`config.mk`:
```
export PLATFORM = sky130hd
export DESIGN_NAME = ami_burst_gen
export DESIGN_NICKNAME = d
export VERILOG_FILES = /design/src/rtl/ami_burst_gen.sv
export SDC_FILE = /design/constraint.sdc
export NUM_CORES = 1
export LEC_CHECK = 0
export BUFFER_PORTS_ARGS = -buffer_cell sky130_fd_sc_hd__buf_2
export CAP_MARGIN = 20
export CORE_MARGIN = 2
export CORE_UTILIZATION = 40
export CTS_CLUSTER_SIZE = 12
export DETAILED_ROUTE_END_ITERATION = 10
export PLACE_DENSITY_LB_ADDON = 0.12
export SYNTH_ARGS = -nofsm -noshare
export SYNTH_HDL_FRONTEND = slang
export SYNTH_SLANG_ARGS = --single-unit
export TNS_END_PERCENT = 5
```
`constraint.sdc`:
```
create_clock -name clk -period 6.1 [get_ports clk]
set_clock_uncertainty 0.2 [all_clocks]
set_input_delay 0.915 -clock clk [delete_from_list [all_inputs] [get_ports clk]]
set_output_delay 0.915 -clock clk [all_outputs]
set_load 0.1 [all_outputs]
```
`src/rtl/ami_burst_gen.sv`:
```
// ami_burst_gen: splits per-channel DMA commands into AXI INCR bursts with round-robin arbitration.
// Optional macro AMI_BG_4K_SPLIT_EN keeps every burst inside a single 4 KB page.
module ami_burst_gen #(
  parameter int AXI_DW = 128,
  parameter int AXI_AW = 32,
  parameter int AXI_IW = 8,
  parameter int AXI_LW = 8,
  parameter int NCH    = 4,
  parameter int BL     = 16,
  parameter int OD     = 4
) (
  input  logic              clk,
  input  logic              reset_n,
  input  logic [NCH-1:0]    cfg_dma_valid,
  output logic [NCH-1:0]    cfg_dma_ready,
  input  logic [NCH*32-1:0] cfg_dma_sa,
  input  logic [NCH*32-1:0] cfg_dma_len,
  input  logic [NCH-1:0]    dma_irq_w1c,
  output logic [NCH-1:0]    dma_irq,
  output logic [NCH*4-1:0]  dma_err,
  output logic [AXI_IW-1:0] axid,
  output logic [AXI_AW-1:0] axaddr,
  output logic [AXI_LW-1:0] axlen,
  output logic [2:0]        axsize,
  output logic [1:0]        axburst,
  output logic              axvalid,
  input  logic              axready,
  input  logic [AXI_IW-1:0] usr_bid,
  input  logic [1:0]        usr_bresp,
  input  logic              usr_bvalid,
  output logic              usr_bready
);

  localparam int L  = $clog2(AXI_DW / 8);
  localparam int CW = (NCH > 1) ? $clog2(NCH) : 1;
  localparam int OW = $clog2(OD + 1);
  localparam int BW = $clog2(BL) + 1;
  localparam logic [31:0] LMASK = (32'd1 << L) - 32'd1;

  typedef enum logic [1:0] {IDLE = 2'd0, CALC = 2'd1, ISSUE = 2'd2} state_t;

  state_t            state_r, state_nxt_s;
  logic              rdy_en_r;
  logic [NCH-1:0]    busy_r, irq_r;
  logic [31:0]       addr_r [NCH];
  logic [31:0]       rem_r  [NCH];
  logic [OW-1:0]     ost_r  [NCH];
  logic [3:0]        err_r  [NCH];
  logic [3:0]        err_nxt_s [NCH];
  logic [OW-1:0]     gost_r;
  logic [CW-1:0]     rr_r, sel_r, grant_s;
  logic              grant_vld_s;
  logic [BW-1:0]     beats_r, beats_s;
  logic [31:0]       rem_beats_s, lim_s, step_s;
`ifdef AMI_BG_4K_SPLIT_EN
  logic [31:0]       page_beats_s;
`endif
  logic              axvalid_r;
  logic [AXI_IW-1:0] axid_r;
  logic [AXI_AW-1:0] axaddr_r;
  logic [AXI_LW-1:0] axlen_r;
  logic              hs_s, rsp_ok_s;
  logic [NCH-1:0]    acc_s, sa_bad_s, len_bad_s, inc_s, dec_s, done_s, irq_set_s;

  // rdy_en_r keeps ready low throughout reset and the edge that releases it
  assign cfg_dma_ready = {NCH{rdy_en_r}} & ~busy_r & ~irq_r;
  assign dma_irq       = irq_r;
  assign axvalid       = axvalid_r;
  assign axid          = axid_r;
  assign axaddr        = axaddr_r;
  assign axlen         = axlen_r;
  assign axsize        = 3'(L);
  assign axburst       = 2'b01;
  assign usr_bready    = 1'b1;
  assign hs_s          = axvalid_r & axready;
  assign rsp_ok_s      = usr_bvalid && (32'(usr_bid) < 32'(NCH));
  assign step_s        = 32'(beats_r) << L;

  for (genvar g = 0; g < NCH; g++) begin : g_err
    assign dma_err[g*4 +: 4] = err_r[g];
  end

  // Round-robin pick: lowest offset from rr_r wins, so scan offsets downward
  always_comb begin
    grant_vld_s = 1'b0;
    grant_s     = '0;
    for (int k = NCH - 1; k >= 0; k--) begin
      if (busy_r[(int'(rr_r) + k) % NCH] && (rem_r[(int'(rr_r) + k) % NCH] != 32'd0)) begin
        grant_vld_s = 1'b1;
        grant_s     = CW'((int'(rr_r) + k) % NCH);
      end else begin
        grant_vld_s = grant_vld_s;
      end
    end
  end

  // Burst length for the selected channel
  always_comb begin
    rem_beats_s = rem_r[sel_r] >> L;
    lim_s       = (rem_beats_s < 32'(BL)) ? rem_beats_s : 32'(BL);
`ifdef AMI_BG_4K_SPLIT_EN
    page_beats_s = (32'd4096 - {20'd0, addr_r[sel_r][11:0]}) >> L;
    lim_s        = (page_beats_s < lim_s) ? page_beats_s : lim_s;
`endif
    beats_s = BW'(lim_s);
  end

  // FSM state register
  always_ff @(posedge clk) begin
    if (!reset_n) begin
      state_r <= IDLE;
    end else begin
      state_r <= state_nxt_s;
    end
  end

  // FSM next state; outstanding limit is checked only when picking a channel
  always_comb begin
    state_nxt_s = state_r;
    case (state_r)
      IDLE:    state_nxt_s = (grant_vld_s && (32'(gost_r) < 32'(OD))) ? CALC : IDLE;
      CALC:    state_nxt_s = ISSUE;
      ISSUE:   state_nxt_s = hs_s ? IDLE : ISSUE;
      default: state_nxt_s = IDLE;
    endcase
  end

  // Grant capture and registered burst fields
  always_ff @(posedge clk) begin
    if (!reset_n) begin
      rr_r      <= '0;
      sel_r     <= '0;
      beats_r   <= '0;
      axvalid_r <= 1'b0;
      axid_r    <= '0;
      axaddr_r  <= '0;
      axlen_r   <= '0;
    end else begin
      if ((state_r == IDLE) && (state_nxt_s == CALC)) begin
        sel_r <= grant_s;
        rr_r  <= (32'(grant_s) == 32'(NCH - 1)) ? '0 : grant_s + CW'(1);
      end
      if (state_r == CALC) begin
        beats_r   <= beats_s;
        axvalid_r <= 1'b1;
        axid_r    <= AXI_IW'(sel_r);
        axaddr_r  <= addr_r[sel_r][AXI_AW-1:0];
        axlen_r   <= AXI_LW'(beats_s - BW'(1));
      end else if (hs_s) begin
        axvalid_r <= 1'b0;
      end
    end
  end

  // Per-channel command checks, counter steps and irq/err next values
  always_comb begin
    for (int i = 0; i < NCH; i++) begin
      sa_bad_s[i]  = (cfg_dma_sa[i*32 +: 32] & LMASK) != 32'd0;
      len_bad_s[i] = (cfg_dma_len[i*32 +: 32] == 32'd0) || ((cfg_dma_len[i*32 +: 32] & LMASK) != 32'd0);
      acc_s[i]     = cfg_dma_valid[i] & cfg_dma_ready[i];
      inc_s[i]     = hs_s && (sel_r == CW'(i));
      dec_s[i]     = rsp_ok_s && (usr_bid == AXI_IW'(i)) && (ost_r[i] != '0);
      done_s[i]    = busy_r[i] && (rem_r[i] == 32'd0) && (ost_r[i] == '0);
      irq_set_s[i] = done_s[i] | (acc_s[i] & (sa_bad_s[i] | len_bad_s[i]));
      err_nxt_s[i] = (dma_irq_w1c[i] && !irq_set_s[i]) ? 4'd0 : err_r[i];
      err_nxt_s[i] = acc_s[i] ? {2'b00, len_bad_s[i], sa_bad_s[i]} : err_nxt_s[i];
      if (rsp_ok_s && (usr_bid == AXI_IW'(i))) begin
        err_nxt_s[i] = err_nxt_s[i] | {usr_bresp == 2'b11, usr_bresp == 2'b10, 2'b00};
      end else begin
        err_nxt_s[i] = err_nxt_s[i];
      end
    end
  end

  // Channel state: command load, address/remaining advance, completion
  always_ff @(posedge clk) begin
    if (!reset_n) begin
      rdy_en_r <= 1'b0;
      busy_r   <= '0;
      irq_r    <= '0;
      gost_r   <= '0;
      for (int i = 0; i < NCH; i++) begin
        addr_r[i] <= 32'd0;
        rem_r[i]  <= 32'd0;
        ost_r[i]  <= '0;
        err_r[i]  <= 4'd0;
      end
    end else begin
      rdy_en_r <= 1'b1;
      gost_r   <= gost_r + OW'(hs_s) - OW'(rsp_ok_s && (gost_r != '0));
      for (int i = 0; i < NCH; i++) begin
        irq_r[i] <= irq_set_s[i] | (irq_r[i] & ~dma_irq_w1c[i]);
        err_r[i] <= err_nxt_s[i];
        ost_r[i] <= ost_r[i] + OW'(inc_s[i]) - OW'(dec_s[i]);
        if (acc_s[i] && !(sa_bad_s[i] || len_bad_s[i])) begin
          busy_r[i] <= 1'b1;
          addr_r[i] <= cfg_dma_sa[i*32 +: 32];
          rem_r[i]  <= cfg_dma_len[i*32 +: 32];
        end else if (inc_s[i]) begin
          addr_r[i] <= addr_r[i] + step_s;
          rem_r[i]  <= rem_r[i] - step_s;
        end else if (done_s[i]) begin
          busy_r[i] <= 1'b0;
        end
      end
    end
  end

endmodule

```
# --- Word level (Yosys, flattened, before mapping) ---
# Memories as Yosys holds them, arrays and structs flattened. A register that Yosys moved wholly into a read port is not among the register bits.
# Cells that the tools add are included.
word_totals:
  ff_bits: 34
  latch_bits: 0
  ramBits: 284
  rom_bits: 0
  input_bits: 278
  elab_cells: 333
  n_memories: 4
mem_list:
  columns: ["memory", "words", "width", "rd", "rd_clocked_by_memory_dff", "write_ports", "line", "rtl"]
  rows:
  - ["addr_r", 4, 32, 5, 1, 4, "45", "logic [31:0] addr_r [NCH];"]
  - ["rem_r", 4, 32, 9, 2, 4, "46", "logic [31:0] rem_r [NCH];"]
  - ["err_r", 4, 4, 4, 0, 4, "48", "logic [3:0] err_r [NCH];"]
  - ["ost_r", 4, 3, 4, 0, 4, "47", "logic [OW-1:0] ost_r [NCH];"]
classes:
  addsub: 23
  n_mul: 0
  div_mod_pow: 0
  n_lt_le_gt_ge: 7
  eq_ne: 16
  shift: 0
  muxes: 108
  n_bitwise: 64
  reduce_logical: 97
ops:
  columns: ["operator", "count"]
  rows:
  - ["32-bit two-way mux", 16]
  - ["32-bit nonzero test", 12]
  - ["32-bit zero test", 8]
  - ["32-bit by 9-bit adder with 32-bit output", 4]
  - ["32-bit by 9-bit subtractor with 32-bit output", 4]
  - ["4-bit two-way mux", 16]
  - ["1-bit two-way mux", 56]
  - ["1-bit logical AND", 36]
  - ["1-bit bitwise OR", 36]
  - ["28-bit by 5-bit < comparator with 1-bit output, second input constant", 1]
  - ["2-bit two-way mux", 10]
  - ["8-bit by 2-bit == test with 1-bit output, second input constant", 2]
  - ["4-bit bitwise OR", 4]
  - ["3-bit by 1-bit adder with 3-bit output", 5]
  - ["3-bit nonzero test", 5]
  - ["3-bit by 1-bit subtractor with 3-bit output", 5]
  - ["1-bit AND", 13]
  - ["2-bit == test, second input constant", 6]
  - ["3-bit zero test", 4]
  - ["3-bit by 4-bit < comparator with 1-bit output, second input constant", 3]
  - ["3-bit two-way mux", 4]
  - ["2-bit nonzero test", 5]
  - ["1-bit zero test", 9]
  - ["4-bit AND", 2]
  - ["other kinds (20)", 49]

# --- Logic depth before layout (Yosys ltp) ---
# Gate-level depths: netlist of run 1.
depth:
  depth_word: 18
  ltp_mapped: 13
  mapped_depth_nobuf: 13

# --- Least setup slack after synthesis of run 1 ---
# No wires, ideal clock.
synth_path:
  path_kind: "register to register"
  startpoint: "reg irq_r[2] (netlist: dma_irq[2])"
  endpoint: "mem addr_r[2][10], enable pin"
  setup_ns: 0.389
  t_arrival_ns: 4.923
  setup_slack_ns: 0.588
  path_stages_with_launch: 7
  n_path_buf: 0
  path_cell_list: "dfxtp_1 > nor3b_1 > and2_1 > inv_1 > or3_1 > nand2_1 > or2_2"
synth_lines:
  columns: ["item", "line", "rtl"]
  rows:
  - ["start: declaration", "44", "logic [NCH-1:0] busy_r, irq_r;"]
  - ["start signal: indexed assignment", "192", "irq_r[i] <= irq_set_s[i] | (irq_r[i] & ~dma_irq_w1c[i]);"]
  - ["end: declaration", "45", null]

==> metrics.md, run 1 <==
| Metric | Value |
|---|---|
| VDD IR max | 0.1667 mV |
| Setup-failing EPs final | 0 |
| GRT met3 Usage | 0.04333 |
| Most frequent cells in the layout | nand2_1, buf_2, edfxtp_1 |
| # IOs | 357 |
| Static Leak | 0.008917 uW |
| Die Area | 52590 um2 |
| Critical Path Sink Type | flip-flop |
| Routed via count | 17230 |
| P_sw | 2161 uW |
| Post-DP HPWL | 47670 um |
| Footprint of the multi-input gates | 10180 um2 |
| Worst path required time | 6.21 ns |
| Cts bufs inserted | 43 |
| Worst path slowest cell | nor3_1 |
| Internal power | 4543 uW |
| Power per Cell Area | 277.3 nW/um2 |
| Largest net degree at the start of global routing | 57 |
| Worst skew pair latency | 0.58 ns |
| # DRC | 0 |
| Headroom to the max-slew limit | 0.1719 |
| Startpoint types | flip-flop |
| Post-Route Setup TNS | 0 ns |
| Area Overhead vs Synth | 19.02% |
| Post-synth EDFFs | 256 |
| Cell family with most CP delay | simple AND/OR/NAND/NOR gates |
| HP Class | flip-flop to flip-flop |
| Post-Place Cell Area | 22830 um2 |
| Sequential cell area | 9612 um2 |
| Synth cell types | 75 |
| First DRT Iteration DRCs | 1515 |
| Final Instance Area | 24170 um2 |
| Row Count | 82 |
| GRT Max-Usage Layer | met2 |
| Clock share of power | 0.366 |
| WS Path Type | flip-flop to flip-flop |
| WP data arrival | 4.13 ns |
| CTS H-tree lvls | 2 |
| CTS Hold Buffers Added | 0 |
| Die height | 229.3 um |
| Fillers | 4853 |
| Number of global-route vias before repair | 16540 |
| RSZ-0062 raised after global routing | no |
| Util after Layout | 0.4818 |
| Clock transition at path regs | 0.06 ns |
| Fin crit period | 4.027 ns |
| Synth Warn # | 0 |
| Non-Filler Instances | 3187 |
| Routability-driven placement congestion ratio | 0.8952 |
| Post-synthesis sequential area ratio | 0.4731 |
| Pre-antenna DRT Iters | 5 |
| F_max | 0.2483 GHz |
| Post-synthesis async set-or-reset flop share | 0 |
| Top FF cell, synth | edfxtp_1 |
| Setup repair bufs after CTS | 0 |
| Avg Inst Size Synth | 9.562 um2 |
| Max-slew violations | 0 |
| Share of layout cells above drive strength 1 | 0.2029 |
| Final net count | 2821 |
| Antenna Violating Nets Remaining | 0 |
| Clock tree from TritonCTS | done |
| Seq pwr share | 0.436 |
| Initial core utilization | 0.4048 |
| Most common cell after layout, fill and taps aside | nand2_1 |
| Die width | 229.3 um |
| Initial antenna violation count | 2 |
| CTS resizes | 0 |
| Crit-path max cell delay | 0.71 ns |
| Comb power frac | 0.198 |
| Synth Cell Area | 20310 um2 |
| Final Hold Fails | 0 |
| Met1 usage | 0.3518 |
| Worst Path Buf+Inv | 2 |
| Cell Count Post-Placement | 3105 |
| Switching power share of the total | 0.3224 |
| First-pass GRT wire length | 96420 um |
| Seq cells post-synth | 352 |
| Worst-Margin Slew | 1.231 ns |
| Core ar. | 50170 um2 |
| Clk sinks | 352 |
| Clock root buffer | clkbuf_16 |
| GRT Util Overall | 0.2374 |
| Tcrit/Tclk final | 0.6602 |
| Met2 Resource Use GR | 0.3596 |
| CP Max Fanout | 9 |
| Final wirelength | 63340 um |
| Synth Instances | 2124 |
| Status | finished, final reports clean |
| Clock Path Buffers | 3 |
| Total gr overflow | 0 |
| PortBufs | 344 |
| Max Cap Viol | 0 |
| Crit-path cells | ha_1, inv_1, fa_1, inv_1, a21oi_1, o21bai_1, a21oi_1, nor3_1, nand3_1, nor2_1, xnor2_1, o21ai_0 |
| WL/cell | 19.87 um |
| Routed vias/inst | 5.405 |
[worst paths after layout]
check | start | to | slack, ns | cells past startpoint
setup / recovery | beats_r[0] | addr_r[3][26] | 2.07 | 12
hold / removal | axaddr[1] | axaddr[1] | 0.25 | 2
setup reg to reg | beats_r[0] | addr_r[3][26] | 2.07 | 12
hold reg to reg | axaddr[1] | axaddr[1] | 0.25 | 2
[state kept, by name (all words and copies together), names as in the netlist, 2 cells and up, named ones only]
name	cells
addr_r	128
rem_r	128
axaddr	32
err_r	16
ost_r	12
axlen	6
beats_r	5
busy_r	4
dma_irq	4
gost_r	3
axid	2
rr_r	2
sel_r	2
state_r	2
[synthesized netlist by cell type (all sizes together), types with 3 or more instances]
cell type	number	area share
mux4	37	0.041
o21a	5	0.0018
nand2	414	0.077
ha	51	0.031
a31oi	5	0.0015
nor3	41	0.010
fa	13	0.013
a21o	12	0.0045
nand3b	7	0.0026
nor4	67	0.021
nand4	30	0.0092
xor2	102	0.044
a21oi	76	0.019
a21boi	9	0.0033
inv	72	0.013
o31a	3	0.0013
or2	11	0.0034
nor2	150	0.028
and2	18	0.0057
dfxtp	96	0.095
xnor2	101	0.044
o41ai	4	0.0017
nor2b	26	0.0080
a211oi	9	0.0036
o21ai	246	0.061
clkbuf	71	0.014
edfxtp	256	0.38
a32oi	5	0.0025
and3	18	0.0056
nand3	41	0.010
o31ai	8	0.0030
o21bai	3	0.0011
or3	21	0.0068
a22oi	6	0.0022
and4	3	0.0013
nor3b	5	0.0018
nand2b	13	0.0040
or4	13	0.0055
o211ai	3	0.0011
buf	27	0.0085
o22ai	5	0.0022
or4b	4	0.0022
[power groups by stage]
stage	combinational (uW)	sequential (uW)	clock, uW
6_report	1330	2920	2450
5_1_grt	1420	2950	2590
4_1_cts	1330	2920	2490
3_5_place_dp	1330	2970	0
3_3_place_gp	1320	2970	0
2_1_floorplan	678	3210	0
[per-layer routing]
metal | vias up | share of wire
met5 | - | 0
met1 | 8357 | 0.47
li1 | 8241 | -
met2 | 564 | 0.44
met4 | 0 | 0.020
met3 | 65 | 0.071
[cell type report]
| cell class | count | share of cell area |
|---|---|---|
| multi-input combinational | 1643 | 0.4212 |
| tap | 672 | 0.03478 |
| timing repair buffer | 367 | 0.08023 |
| inverter | 72 | 0.01123 |
| clock inverter | 18 | 0.004348 |
| sequential | 352 | 0.3976 |
| antenna | 1 | 0.0001035 |
| clock buffer | 62 | 0.05047 |
[logic make-up after synthesis]
family | after synthesis | share of synthesized area
xor gates and xnor gates | 203 | 0.08754
DFF | 352 | 0.4731
other | 2 | 0.0003698
adders and majority gates | 64 | 0.04423
AOI/OAI and AO/OA | 407 | 0.1131
muxes | 38 | 0.04152
and+or+nand+nor | 887 | 0.2041
buffers and inverters | 171 | 0.03598
[worst register-to-register path: stages (launching register included)]
cell and delay (ns):
dfxtp_1 0.65, ha_1 0.32, inv_1 0.07, fa_1 0.41, inv_1 0.07, a21oi_1 0.06
o21bai_1 0.20, a21oi_1 0.17, nor3_1 0.72, nand3_1 0.43, nor2_1 0.23, xnor2_1 0.14
o21ai_0 0.09
[through the flow]
step	hold WS, ns	worst slack (ns)	power [uW]
CTS	0.2549	2.139	6745
global placement	0.2420	1.596	4281
global route	0.2706	1.831	6957
floorplan	0.2759	0.5882	3888
finish	0.2507	2.073	6704
detailed placement	0.2472	1.663	4298
No activity file was read; power rests on OpenSTA's default activity.
==> inputs of run 2 (changes only) <==
Clock period 6.1 ns to 3.7 ns, I/O delays scaled along.
==> metrics.md, run 2 (synthesis gave the netlist of run 1 again) <==
| Metric | Value |
|---|---|
| Status | finished, final reports clean (unchanged) |
| Seq pwr share | 0.434 (was 0.436) |
| # IOs | 357 (unchanged) |
| Final wirelength | 62360 um (was 63340 um) |
| RSZ-0062 raised after global routing | yes (was no) |
| Clock tree from TritonCTS | done (unchanged) |
| Final net count | 2856 (was 2821) |
| Clock Path Buffers | 3 (unchanged) |
| Worst path required time | 3.96 ns (was 6.21 ns) |
| Most common cell after layout, fill and taps aside | nand2_1 (unchanged) |
| Setup WS post-layout | 0.09940 ns (was 2.073 ns) |
| Most frequent cells in the layout | nand2_1, buf_2, edfxtp_1 (unchanged) |
| Total gr overflow | 0 (unchanged) |
| Pre-antenna DRT Iters | 5 (unchanged) |
| CTS H-tree lvls | 2 (unchanged) |
| Routed via count | 17230 (about the same) |
| P_sw | 3512 uW (was 2161 uW) |
| PortBufs | 344 (unchanged) |
| Clock transition at path regs | 0.06 ns (about the same) |
| Area Overhead vs Synth | 20.84% (was 19.02%) |
| Routed vias/inst | 5.352 (was 5.405) |
| Initial core utilization | 0.4048 (unchanged) |
| Post-DP HPWL | 46830 um (was 47670 um) |
| Core ar. | 50170 um2 (unchanged) |
| Initial antenna violation count | 3 (was 2) |
| Clock share of power | 0.366 (about the same) |
| Share of layout cells above drive strength 1 | 0.2152 (was 0.2029) |
| Cts bufs inserted | 42 (was 43) |
| Comb power frac | 0.200 (was 0.198) |
| CTS Hold Buffers Added | 0 (unchanged) |
| Dpl ws | -0.1280 ns (was 1.663 ns) |
| # DRC | 0 (unchanged) |
| Worst-Margin Slew | 0.9401 ns (was 1.231 ns) |
| Row Count | 82 (unchanged) |
| GRT Util Overall | 0.2338 (was 0.2374) |
| Clk sinks | 352 (unchanged) |
| Die Area | 52590 um2 (unchanged) |
| Antenna Violating Nets Remaining | 0 (unchanged) |
| WP data arrival | 3.86 ns (was 4.13 ns) |
| Max Cap Viol | 0 (unchanged) |
| Fin crit period | 3.601 ns (was 4.027 ns) |
| Largest net degree at the start of global routing | 57 (unchanged) |
| Util after Layout | 0.4892 (was 0.4818) |
| Startpoint types | flip-flop (unchanged) |
| Post-Route Setup TNS | 0 ns (unchanged) |
| WL/cell | 19.37 um (was 19.87 um) |
| Number of global-route vias before repair | 16970 (was 16540) |
| VDD IR max | 0.2751 mV (was 0.1667 mV) |
| Power per Cell Area | 452.0 nW/um2 (was 277.3 nW/um2) |
| Static Leak | 0.009123 uW (was 0.008917 uW) |
| Tcrit/Tclk final | 0.9731 (was 0.6602) |
| Internal power | 7581 uW (was 4543 uW) |
| CP Max Fanout | 5 (was 9) |
| First-pass GRT wire length | 95680 um (was 96420 um) |
| Die height | 229.3 um (unchanged) |
| Routability-driven placement congestion ratio | 0.8795 (was 0.8952) |
| Die width | 229.3 um (unchanged) |
| Setup-failing EPs final | 0 (unchanged) |
| First DRT Iteration DRCs | 1407 (was 1515) |
| F_max | 0.2777 GHz (was 0.2483 GHz) |
| WS Path Type | flip-flop to flip-flop (unchanged) |
| Critical Path Sink Type | flip-flop (unchanged) |
| HP Class | input pin to flip-flop (was flip-flop to flip-flop) |
| Worst skew pair latency | 0.58 ns (about the same) |
| Final Hold Fails | 0 (unchanged) |
| Clock root buffer | clkbuf_16 (unchanged) |
| Switching power share of the total | 0.3166 (was 0.3224) |
| Max-slew violations | 0 (unchanged) |
| Headroom to the max-slew limit | 0.3733 (was 0.1719) |
run 2: cell count changes in the layout (fill, tap and decap cells not counted), moves of 3 or more:
cell | before | now
nor3b_4 | 0 | 4
or2_2 | 9 | 6
clkbuf_8 | 3 | 7
buf_12 | 2 | 6
clkinv_2 | 12 | 5
or2_4 | 0 | 3
nor3b_1 | 5 | 1
buf_4 | 20 | 53
run 2: final cells by class:
type | count | area, um2
Antenna cell | 1 | 2.502
Clock buffer | 67 | 1279
Clock inverter | 10 | 48.80
Fill cell | 4783 | 25630
Inverter | 72 | 270.3
Multi-Input combinational cell | 1643 | 10250
Sequential cell | 352 | 9612
Tap cell | 672 | 840.8
Timing Repair Buffer | 403 | 2240
run 2: through the flow:
| step | hold slack [ns] | cells | total power, uW | cell area (um2) |
|---|---|---|---|---|
| final | 0.05394 | 3220 | 11090 | 24540 |
| after global routing | 0.05594 | 3219 | 11520 | 24540 |
| after CTS | 0.02353 | 3217 | 11180 | 24500 |
| after detailed placement | 0.2442 | 3140 | 7102 | 23170 |
| after global placement | 0.2440 | 3140 | 7078 | 23170 |
| after floorplan | 0.2759 | 2166 | 6418 | 20520 |
run 2: final timing paths:
check	startpoint	endpoint	slack, ns	depth (start not counted)
setup / recovery	rem_r[1][20]	flip-flop	0.1	9
hold / removal	cfg_dma_sa[51]	addr_r[1][19]	0.05	3
setup reg to reg	rem_r[1][20]	flip-flop	0.1	9
hold reg to reg	axaddr[27]	axaddr[27]	0.25	2
run 2: power groups by stage:
stage	clock, uW	sequential [uW]	combinational (uW)
5_1_grt	4280	4850	2390
2_1_floorplan	0	5290	1120
4_1_cts	4140	4810	2220
3_3_place_gp	0	4880	2200
6_report	4060	4810	2220
3_5_place_dp	0	4890	2210
run 2: per-layer routing:
layer | up-vias | track usage | share of wire
li1 | 8301 | - | -
met1 | 8317 | 0.3390 | 0.46
met2 | 532 | 0.3620 | 0.44
met3 | 80 | 0.04320 | 0.074
met4 | 2 | 0.05479 | 0.020
met5 | - | 0 | 0.00022
run 2: worst max-delay path, stage by stage (launching register included):
cell	delay [ns]
edfxtp_1	0.45
or4_4	0.57
or4b_4	0.56
nor4_4	0.46
a21oi_1	0.20
a22o_1	0.27
o22ai_2	0.12
a32oi_2	0.10
and3_1	0.26
o31a_1	0.28
run 2: what timing repair did:
item / CTS / global route
gates resized for setup: 0 / 3
buffers inserted: 0 / 1
setup endpoints to repair: 0 / 3
endpoints found under the hold margin: 0 / 0
==> inputs of run 3 (changes only) <==
--- a/config.mk
+++ b/config.mk
@@ -10,3 +10,3 @@
 export CORE_MARGIN = 2
-export CORE_UTILIZATION = 40
+export CORE_UTILIZATION = 35
 export CTS_CLUSTER_SIZE = 12
--- a/constraint.sdc
+++ b/constraint.sdc
@@ -4,2 +4,2 @@
 set_output_delay 0.555 -clock clk [all_outputs]
-set_load 0.1 [all_outputs]
+set_load 0.01 [all_outputs]
==> metrics.md, run 3 (synthesis gave the netlist of run 1 again) <==
| Metric | Value |
|---|---|
| Routability-driven placement congestion ratio | 0.8667 (was 0.8795) |
| Tcrit/Tclk final | 0.9511 (was 0.9731) |
| HP Class | input pin to flip-flop (unchanged) |
| # IOs | 357 (unchanged) |
| Non-Filler Instances | 3331 (was 3220) |
| Initial core utilization | 0.3527 (was 0.4048) |
| Most frequent CP cell | or3_1 |
| Cts bufs inserted | 43 (was 42) |
| CP Max Fanout | 6 (was 5) |
| Core ar. | 57590 um2 (was 50170 um2) |
| Most common cell after layout, fill and taps aside | nand2_1 (unchanged) |
| Worst-Margin Slew | 0.9300 ns (was 0.9401 ns) |
| Die height | 244.9 um (was 229.3 um) |
| Setup repair bufs after CTS | 0 (unchanged) |
| Antenna Violating Nets Remaining | 0 (unchanged) |
| Cell family with most CP delay | simple AND/OR/NAND/NOR gates (unchanged) |
| Dpl ws | -0.1986 ns (was -0.1280 ns) |
| CTS H-tree lvls | 2 (unchanged) |
| Die width | 244.9 um (was 229.3 um) |
| Worst path required time | 3.95 ns (was 3.96 ns) |
| Final wirelength | 65520 um (was 62360 um) |
| Cell Count Post-Placement | 3252 (was 3140) |
| Max-slew violations | 0 (unchanged) |
| Clock root buffer | clkbuf_16 (unchanged) |
| Reg2Reg Depth | 9 (unchanged) |
| Fillers | 5634 (was 4783) |
| Routed vias/inst | 5.215 (was 5.352) |
| Area Overhead vs Synth | 22.33% (was 20.84%) |
| Antenna fix cells | 0 (was 1) |
| Post-DP HPWL | 49920 um (was 46830 um) |
| Crit-path cells | or3_1, or3_1, or4b_1, or2_1, a22oi_1, and4_1, nor2_1, and3_1, o31a_1 (was or4_4, or4b_4, nor4_4, a21oi_1, a22o_1, o22ai_2, a32oi_2, and3_1, o31a_1) |
| Worst path slowest cell | or4b_1 (was or4_4) |
| RSZ-0062 raised after global routing | no (was yes) |
| Pre-antenna DRT Iters | 7 (was 5) |
| Clock Path Buffers | 3 (unchanged) |
| Fin crit period | 3.519 ns (was 3.601 ns) |
| Row Count | 88 (was 82) |
| WP data arrival | 3.77 ns (was 3.86 ns) |
| WL/cell | 19.67 um (was 19.37 um) |
| Status | finished, final reports clean (unchanged) |
| Worst path depth | 9 (unchanged) |
| Clock tree from TritonCTS | done (unchanged) |
| Clock transition at path regs | 0.06 ns (about the same) |
| Number of global-route vias before repair | 17020 (was 16970) |
| Routed via count | 17370 (was 17230) |
| F_max | 0.2842 GHz (was 0.2777 GHz) |
| Most frequent cells in the layout | nand2_1, buf_2, edfxtp_1 (unchanged) |
| Clk sinks | 352 (unchanged) |
| PortBufs | 344 (unchanged) |
| Worst Path Buf+Inv | 0 (unchanged) |
| Power per Cell Area | 431.8 nW/um2 (was 452.0 nW/um2) |
| Startpoint types | flip-flop (unchanged) |
| Share of layout cells above drive strength 1 | 0.2190 (was 0.2152) |
| Total gr overflow | 0 (unchanged) |
| Max Cap Viol | 0 (unchanged) |
| Static Leak | 0.009245 uW (was 0.009123 uW) |
| Largest net degree at the start of global routing | 59 (was 57) |
| WS Path Type | flip-flop to flip-flop (unchanged) |
| Die Area | 59970 um2 (was 52590 um2) |
| Final Hold Fails | 0 (unchanged) |
| Critical Path Sink Type | flip-flop (unchanged) |
| Setup-failing EPs final | 0 (unchanged) |
| VDD IR max | 0.2654 mV (was 0.2751 mV) |
| Setup WS post-layout | 0.1808 ns (was 0.09940 ns) |
| First-pass GRT wire length | 99320 um (was 95680 um) |
| Headroom to the max-slew limit | 0.3785 (was 0.3733) |
| GRT Util Overall | 0.2158 (was 0.2338) |
| Final net count | 2874 (was 2856) |
| Total power draw | 10730 uW (was 11090 uW) |
| Worst skew pair latency | 0.57 ns (was 0.58 ns) |
| Worst Hold Path Cells | 3 (unchanged) |
| First DRT Iteration DRCs | 1063 (was 1407) |
| # DRC | 0 (unchanged) |
| Crit-path max cell delay | 0.56 ns (was 0.57 ns) |
| Initial antenna violation count | 1 (was 3) |
| CTS Hold Buffers Added | 0 (unchanged) |
run 3: path summary, 6_finish.rpt:
path                                      from            end  slack (ns)
worst min-delay path            cfg_dma_sa[55]  addr_r[1][23]        0.07
worst max register to register    rem_r[0][16]      flip-flop        0.18
worst min register to register      axaddr[28]     axaddr[28]        0.25
worst max-delay path              rem_r[0][16]      flip-flop        0.18
run 3: what timing repair did:
| item | 4_1_cts | 5_1_grt |
|---|---|---|
| hold endpoints to repair | 0 | 0 |
| gates resized for setup | 0 | 1 |
| endpoints found under the setup margin | 0 | 1 |
run 3: tightest hold or removal path, stage by stage:
cell and delay, ns:
buf_2 0.08, nand2_1 0.04, o21ai_0 0.05
run 3: power breakdown:
group	switching, uW	internal, uW	total [uW]
Sequential	285	4510	4800
Clock	1740	2500	4240
Combinational	960	731	1690
Total	2980	7740	10700
run 3: metrics by stage:
step	hold slack, ns	instance area (um2)	TNS (ns)	utilization
6_report	0.06502	24850	0	0.4314
5_1_grt	0.05456	24850	0	0.4314
4_1_cts	0.02589	24850	0	0.4314
3_5_place_dp	0.2440	23450	-0.3712	0.4072
3_3_place_gp	0.2446	23450	-0.3306	0.4072
2_1_floorplan	0.2759	20470	0	-
run 3: metal layers:
metal	routed length, um	global-route usage
met1	31090	0.3108
met2	28940	0.3334
met3	4100	0.04024
met4	1387	0.05362
met5	0	0
run 3: layout make-up:
class / count / area (um2) / share of cell area
Timing Repair Buffer: 420 / 2430 / 0.09780
Clock buffer: 63 / 1264 / 0.05086
Sequential cell: 352 / 9610 / 0.3868
Inverter: 72 / 271.5 / 0.01093
Tap cell: 765 / 957.2 / 0.03853
Multi-Input combinational cell: 1643 / 10180 / 0.4098
Clock inverter: 16 / 130.1 / 0.005237
